===== src/rtl/alu_result_buffer.sv =====
// ALU result buffer: accumulator feedback plus a DEPTH-entry result FIFO with valid/ready drain.
// Optional ALU_RB_PARITY_EN stores an even-parity bit per entry and widens out_data to 7 bits.

module alu_rb_slot #(
    parameter int W = 6
) (
    input  logic         clk,
    input  logic         rst_n,
    input  logic         we,
    input  logic [W-1:0] d,
    output logic [W-1:0] q
);
    always_ff @(posedge clk or negedge rst_n) begin
        if (!rst_n)  q <= '0;
        else if (we) q <= d;
    end
endmodule

module alu_result_buffer #(
    parameter int DEPTH = 4,
    parameter int PTR_W = 2
) (
    input  logic             clk,
    input  logic             rst_n,
    input  logic             in_valid,
    output logic             in_ready,
    input  logic [3:0]       in_result,
    input  logic             in_carry,
    input  logic             in_zero,
    input  logic             acc_clear,
    output logic [3:0]       acc_out,
    output logic             carry_sticky,
    output logic [3:0]       beat_cnt,
    output logic             out_valid,
    input  logic             out_ready,
`ifdef ALU_RB_PARITY_EN
    output logic [6:0]       out_data,
`else
    output logic [5:0]       out_data,
`endif
    output logic [PTR_W:0]   fifo_cnt,
    output logic             overflow
);
`ifdef ALU_RB_PARITY_EN
    localparam int DW = 7;
`else
    localparam int DW = 6;
`endif
    localparam logic [PTR_W:0] FULL = (PTR_W+1)'(DEPTH);

    logic [PTR_W-1:0]            wr_ptr, rd_ptr;
    logic                        push, pop;
    logic [DW-1:0]               wr_entry;
    logic [DEPTH-1:0][DW-1:0]    slot_q;

    // in_ready depends on the registered count only, so a same-cycle pop cannot open a slot
    assign in_ready  = (fifo_cnt != FULL);
    assign out_valid = (fifo_cnt != '0);
    assign push      = in_valid && in_ready;
    assign pop       = out_valid && out_ready;

`ifdef ALU_RB_PARITY_EN
    assign wr_entry = {^{in_zero, in_carry, in_result}, in_zero, in_carry, in_result};
`else
    assign wr_entry = {in_zero, in_carry, in_result};
`endif

    for (genvar i = 0; i < DEPTH; i++) begin : g_slot
        alu_rb_slot #(.W(DW)) u_slot (
            .clk  (clk),
            .rst_n(rst_n),
            .we   (push && (wr_ptr == PTR_W'(i))),
            .d    (wr_entry),
            .q    (slot_q[i])
        );
    end

    assign out_data = out_valid ? slot_q[rd_ptr] : '0;

    always_ff @(posedge clk or negedge rst_n) begin
        if (!rst_n) begin
            wr_ptr       <= '0;
            rd_ptr       <= '0;
            fifo_cnt     <= '0;
            overflow     <= 1'b0;
            acc_out      <= '0;
            carry_sticky <= 1'b0;
            beat_cnt     <= '0;
        end else begin
            if (push) wr_ptr <= wr_ptr + 1'b1;
            if (pop)  rd_ptr <= rd_ptr + 1'b1;
            case ({push, pop})
                2'b10:   fifo_cnt <= fifo_cnt + 1'b1;
                2'b01:   fifo_cnt <= fifo_cnt - 1'b1;
                default: fifo_cnt <= fifo_cnt;
            endcase
            if (in_valid && !in_ready) overflow <= 1'b1;
            // clear wins over a same-cycle push; the FIFO entry is still written
            if (acc_clear) begin
                acc_out      <= '0;
                carry_sticky <= 1'b0;
                beat_cnt     <= '0;
            end else if (push) begin
                acc_out      <= in_result;
                carry_sticky <= carry_sticky | in_carry;
                if (beat_cnt != 4'hF) beat_cnt <= beat_cnt + 1'b1;
            end
        end
    end
endmodule


===== config.mk =====
export PLATFORM = sky130hd
export DESIGN_NAME = alu_result_buffer
export DESIGN_NICKNAME = d
export VERILOG_FILES = /design/src/rtl/alu_result_buffer.sv
export SDC_FILE = /design/constraint.sdc
export NUM_CORES = 1
export LEC_CHECK = 0
export ABC_AREA = 1
export CAP_MARGIN = 20
export CORE_MARGIN = 10
export CORE_UTILIZATION = 30
export CTS_CLUSTER_SIZE = 20
export DETAILED_ROUTE_END_ITERATION = 16
export PLACE_DENSITY = 0.59
export SLEW_MARGIN = 20
export SYNTH_ARGS = -nofsm -noshare
export SYNTH_HDL_FRONTEND = slang
export SYNTH_HIERARCHICAL = 1
export SYNTH_SLANG_ARGS = --single-unit

===== constraint.sdc =====
create_clock -name clk -period 2.96 [get_ports clk]
set_input_delay 0.444 -clock clk [delete_from_list [all_inputs] [get_ports clk]]
set_output_delay 0.444 -clock clk [all_outputs]
set_load 0.01 [all_outputs]

==> results.sh <==
export IMPL_numClockSinks=41
export IMPL_hold_class="in2async"
export IMPL_power_w=0.00252
export IMPL_grt_usage_pct=9.94
export IMPL_ctsResizeCount=0
export IMPL_finalNetCount=305
export IMPL_gr_total_overflow=0
export IMPL_start_util_pct=30.4
export IMPL_ys_seq_area_share_pct=50.2
export IMPL_fin_skew_ns=0.00607
export IMPL_reg2reg_to="fifo_cnt[2]$_DFFE_PN0P_"
export IMPL_nFillCells=685
export IMPL_tns_ns=0
export IMPL_p_leak_nw=1.24
export IMPL_final_max_slew_violation_count=0
export IMPL_reg2reg_from="fifo_cnt[2]$_DFFE_PN0P_"
export IMPL_drc=0
export IMPL_netlist_instances=252
export IMPL_drtAntennaViolNets=0
export IMPL_criticalPathCategory="reg2out"
export IMPL_die_w_um=103
export IMPL_detail_route_wl_per_cell_um=13.1
export IMPL_cap_violations=0
export IMPL_drive_gt1_share_pct=9.38
export IMPL_htree_num_levels=2
export IMPL_finalWeightedCongestion=0.802
export IMPL_clk_path_buf_depth=2
export IMPL_num_antenna_cells=0
export IMPL_avgViaCountPerCell=4.49
export IMPL_postCtsSetupRepairBufs=0
export IMPL_vdd_drop_max_v=0.000215
export IMPL_grt_max_degree=42
export IMPL_fmax_mhz=395
export IMPL_setup_viol=0
export IMPL_rows=30
export IMPL_cts_tree="yes"
export IMPL_dieHeight_um=103
export IMPL_postCtsHoldBufs=0
export IMPL_cts_made_buffers=5
export IMPL_wl_um=4840
export IMPL_crit_required_ns=2.52
export IMPL_syn_area_um2=2040
export IMPL_worstMarginPinSlew_ns=0.918
export IMPL_rsz0062_at_grt="false"
export IMPL_vias=1652
export IMPL_dp_hpwl_um=3590
export IMPL_crit_fanout=14
export IMPL_synth_warnings=6
export IMPL_status="complete, no violations"
export IMPL_grt_pass1_vias=1671
export IMPL_relSlewSlack_pct=38.8
export IMPL_worstSetupEndpointType="primary output"
export IMPL_syn_avg_cell_area_um2=8.11
export IMPL_drt_initial_drc_count=72
export IMPL_hold_violations=0
export IMPL_rrSetupSlack_ns=0.90
export IMPL_areaGrowthSynthToFinish_pct=21.7
export IMPL_portBuffers=31
export IMPL_die_area_um2=10500
export IMPL_period_minus_slack_ns=2.53
export IMPL_synth_seq_cells=41
export IMPL_cp_data_arrival_time_ns=2.08
export IMPL_syn_nets=270
export IMPL_synth_distinct_cells=24
export IMPL_p_per_area_nw_per_um2=1010
export IMPL_reg2reg_depth=10
export IMPL_antenna_found_initial=0
export IMPL_crit_path_end="out_data[3]"
export IMPL_first_pass_iters=4
export IMPL_cp_start_kind="flop"
export IMPL_grt_pass1_wl_um=8220
export IMPL_io_pins=32
export IMPL_finalCritPeriodShare_pct=85.4
export IMPL_cp_startpoint="rd_ptr[0]$_DFFE_PN0P_"
export IMPL_core_area_um2=6720
export IMPL_insertion_delay_ns=0.29
export IMPL_clockRootBuffer="clkbuf_8"
export IMPL_clk_pin_slew_worst_paths_ns=0.08
## cell families after synthesis
kind of cell	share of synthesized area (%)
flops	50.2
fa+ha+maj	4.65
buf+inv	6.85
xor+xnor	2.14
compound gates	6.00
simple gates	30.2
## cell usage after synthesis, drive strengths merged
cell type,number,area share [%]
a21oi,9,2.2
buf,4,2.4
dfrtp,41,50
fa,1,0.98
ha,6,3.7
inv,24,4.4
nand2,96,18
nand3,14,4.3
nand4,1,0.31
nor2,35,7.2
o21ai,14,3.4
o21bai,1,0.37
or2,1,0.31
xnor2,2,0.86
xor2,3,1.3
## flip-flops by register name, indices dropped and copies added (netlist names)
register and count:
acc_out 4, beat_cnt 4, carry_sticky 1, fifo_cnt 3, g_slot.u_slot/q 24, overflow 1
rd_ptr 2, wr_ptr 2
## critical path, stage by stage (launching register included)
cell and delay [ns]:
dfrtp_1 0.58, inv_2 0.31, o21ai_0 0.14, a21oi_1 0.19, clkdlybuf4s50_1 0.57
## how the worst min path moves through the flow
stage                                 startpoint                                end  slack (ns)  depth (start not counted)
2_1_floorplan                              rst_n             acc_out[0]$_DFFE_PN0P_        0.15                          0
3_3_place_gp   g_slot[1].u_slot/q[3]$_DFFE_PN0P_  g_slot[1].u_slot/q[3]$_DFFE_PN0P_        0.45                          2
3_5_place_dp   g_slot[1].u_slot/q[3]$_DFFE_PN0P_  g_slot[1].u_slot/q[3]$_DFFE_PN0P_        0.45                          2
4_1_cts                                    rst_n            beat_cnt[2]$_DFFE_PN0P_        0.32                          1
5_1_grt                                    rst_n            beat_cnt[2]$_DFFE_PN0P_        0.35                          1
6_report                                   rst_n            beat_cnt[2]$_DFFE_PN0P_        0.28                          1
## through the flow
| stage | hold WS [ns] | area, µm² | setup slack, ns | cells | utilization (%) |
|---|---|---|---|---|---|
| final | 0.284 | 2490 | 0.431 | 368 | 37.0 |
| after global routing | 0.350 | 2490 | 0.273 | 368 | 37.0 |
| after CTS | 0.318 | 2490 | 0.400 | 368 | 37.0 |
| after detailed placement | 0.454 | 2410 | 0.531 | 360 | 35.8 |
| after global placement | 0.450 | 2410 | 0.636 | 360 | 35.8 |
| after floorplan | 0.148 | 2040 | 0.958 | 252 | - |
## cells in the final DEF (no fill, tap or decap)
cell | netlist | final
a21oi_1 | 9 | 9
buf_2 | 0 | 1
buf_4 | 1 | 1
clkbuf_1 | 0 | 3
clkbuf_8 | 0 | 5
clkdlybuf4s50_1 | 0 | 30
dfrtp_1 | 41 | 41
fa_1 | 1 | 1
ha_1 | 6 | 6
inv_1 | 15 | 15
inv_2 | 9 | 9
nand2_1 | 94 | 94
nand2_2 | 1 | 1
nand2_4 | 1 | 1
nand3_1 | 12 | 12
nand3_2 | 1 | 1
nand3_4 | 1 | 1
nand4_1 | 1 | 1
nor2_1 | 29 | 29
nor2_2 | 6 | 6
o21ai_0 | 5 | 5
o21ai_1 | 9 | 9
o21bai_1 | 1 | 1
or2_2 | 1 | 1
xnor2_1 | 2 | 2
xor2_1 | 3 | 3
## layout make-up
cell class | count | area (µm²) | area share [%]
repair buffers | 32 | 313 | 12.6
multi-input cells | 183 | 878 | 35.3
well taps | 80 | 100 | 4.02
flip-flops and latches | 41 | 1030 | 41.2
clock buffers | 8 | 80.1 | 3.22
inverters | 24 | 90.1 | 3.62
## per-layer routing
metal | wire length, µm | track usage, % | up-vias
met5 | 0 | 0 | -
li1 | - | - | 847
met3 | 159 | 2.61 | 4
met1 | 2180 | 11.8 | 776
met2 | 2430 | 16.7 | 25
met4 | 64 | 3.90 | 0
## report_power, final
group / internal (W) / switching [W] / leakage (nW)
clock network: 0.000168 / 0.000184 / 0.0395
registers: 0.000788 / 0.000201 / 0.512
logic: 0.000538 / 0.000638 / 0.691
total: 0.00149 / 0.00102 / 1.24
(Power assumes the default switching activity.)
==> edit (same flow settings) <==
Add a define of `ALU_RB_PARITY_EN`.
--- a/src/rtl/alu_result_buffer.sv
+++ b/src/rtl/alu_result_buffer.sv
@@ -2,2 +2,4 @@
 // Optional ALU_RB_PARITY_EN stores an even-parity bit per entry and widens out_data to 7 bits.
+
+`define ALU_RB_PARITY_EN
 
Interface: changed (resized out_data); port bits go from 32 to 33. No check against the original RTL was run, so the function may have changed too.
==> edit against the unedited design <==
  * Die area increased by 13%
  * Routed wire length rose by 15%
  * Sequential cell count up 4
  * Critical path type unchanged
  * Setup slack worse by 0.080 ns
  * Synthesized area grew 16%
  * First-iteration DRC count down 33%
  * Core utilization down 0.087 points
  * Total power rose by 13%
  * Sequential power grew 8%
  * Clock power up 39%
  * Design area increased by 15%
  * Critical path depth did not move
==> edit: results (changes against the unedited design) <==
| Metric | Value |
|---|---|
| Vias in the first global route | 1989 (+19%) |
| Seq/Total Area, Yosys | 0.4742 (-0.02765) |
| Port Buffers | 32 (+3.2%) |
| Distinct cells, synth | 26 (+8.3%) |
| Status | complete, no violations |
| Maximum vdd ir drop | 0.4261 mV (+99%) |
| Leakage | 1.402 nW (+13%) |
| Placer congestion estimate | 0.7982 (-0.52%) |
| Nets | 342 (+12%) |
| Critical Path AT | 2.16 ns (+0.08 ns) |
| Top post-synthesis cells by area | dfrtp_1 (47%), nand2_1 (18%), nor2_1 (6.3%) |
| Post-place setup slack | 0.6371 ns (+0.1059 ns) |
| Initial drt markers | 48 (-33%) |
| Xor and xnor area share after synthesis | 0.03688 (+0.01546) |
| Complex-gate fraction of the synthesized area | 0.06322 (+0.003249) |
| Syn Nets | 310 (+15%) |
| Largest regs | g_slot.u_slot/q (28), acc_out (4), beat_cnt (4) |
| CTS root buf | clkbuf_8 |
| Layout cells sized above 1 | 0.09538 (+0.001635) |
| Max Clock Skew | 0.01035 ns (+0.004282 ns) |
| Worst Max-Slew Pin Slew | 0.5895 ns (-0.3289 ns) |
| Dpl hpwl | 4.055 mm (+13%) |
| Clk slew on worst S/H paths | 0.08 ns (about the same) |
| Worst Path Max Fanout | 16 (+2) |
| Via count | 1884 (+14%) |
| Post-synth top cells | nand2_1 (112), dfrtp_1 (45), nor2_1 (40), inv_1 (16), o21ai_0 (16) |
| First-pass GRT wire length | 9.722 mm (+18%) |
| Skew-Pair Late Insertion Delay | 0.31 ns (+0.02 ns) |
| Largest net degree at the start of global routing | 46 (+9.5%) |
| Routed wire length | 5.581 mm (+15%) |
| Post-Synth Adder-Cell Area | 0.04004 (-0.006469) |
| All-Layer GR Usage | 0.1032 (+0.003773) |
edit: cell count changes in the layout (fill, tap and decap cells not counted), sizes merged, moves of 3 or more:
| cell | delta |
|---|---|
| nand3 | -6 |
| nor2 | +8 |
| dfrtp | +4 |
| xnor2 | +3 |
| nand2 | +22 |
edit: layout make-up:
type | instances | area [sq um]
Sequential cell | 45 | 1126
Tap cell | 102 | 127.6
Multi-Input combinational cell | 216 | 1069
Clock inverter | 1 | 30.03
Clock buffer | 7 | 86.33
Fill cell | 822 | 4873
Inverter | 22 | 82.58
Timing Repair Buffer | 34 | 332.8
edit: layer usage:
| metal | track usage | up-vias | wire, um |
|---|---|---|---|
| met5 | 0 | - | 0 |
| met4 | 0.04143 | 0 | 83 |
| met3 | 0.03186 | 10 | 322 |
| met2 | 0.1692 | 31 | 2641 |
| met1 | 0.1232 | 885 | 2535 |
| li1 | - | 958 | - |
edit: cells by family after synthesis:
group,Yosys count
compound gates,28
xor+xnor,10
fa+ha+maj,7
buf+inv,31
flops,45
simple gates,171
edit: power by group:
part | total, mW | leakage (nW) | switching [mW] | internal [mW]
clock | 0.488 | 0.0585 | 0.212 | 0.275
combinational | 1.28 | 0.781 | 0.699 | 0.581
sequential | 1.07 | 0.563 | 0.213 | 0.861
edit: worst paths after layout:
check	start	endpoint	slack, ns	depth (start not counted)
max	rd_ptr[0]$_DFFE_PN0P_	out_data[4]	0.35	4
min	rst_n	beat_cnt[1]$_DFFE_PN0P_	0.12	1
max reg2reg	fifo_cnt[0]$_DFFE_PN0P_	fifo_cnt[2]$_DFFE_PN0P_	0.97	9
min reg2reg	g_slot[1].u_slot/q[4]$_DFFE_PN0P_	g_slot[1].u_slot/q[4]$_DFFE_PN0P_	0.47	2
max in group asynchronous	rst_n	overflow$_DFFE_PN0P_	2.42	1
min in group clk	g_slot[1].u_slot/q[4]$_DFFE_PN0P_	g_slot[1].u_slot/q[4]$_DFFE_PN0P_	0.47	2
edit: metrics by stage:
stage	hold slack, ns	area [sq um]	cells
global route	0.1770	2854	427
detailed placement	0.4535	2735	419
finish	0.1232	2854	427
CTS	0.3468	2851	427
global placement	0.4491	2735	419
floorplan	0.1484	2375	292
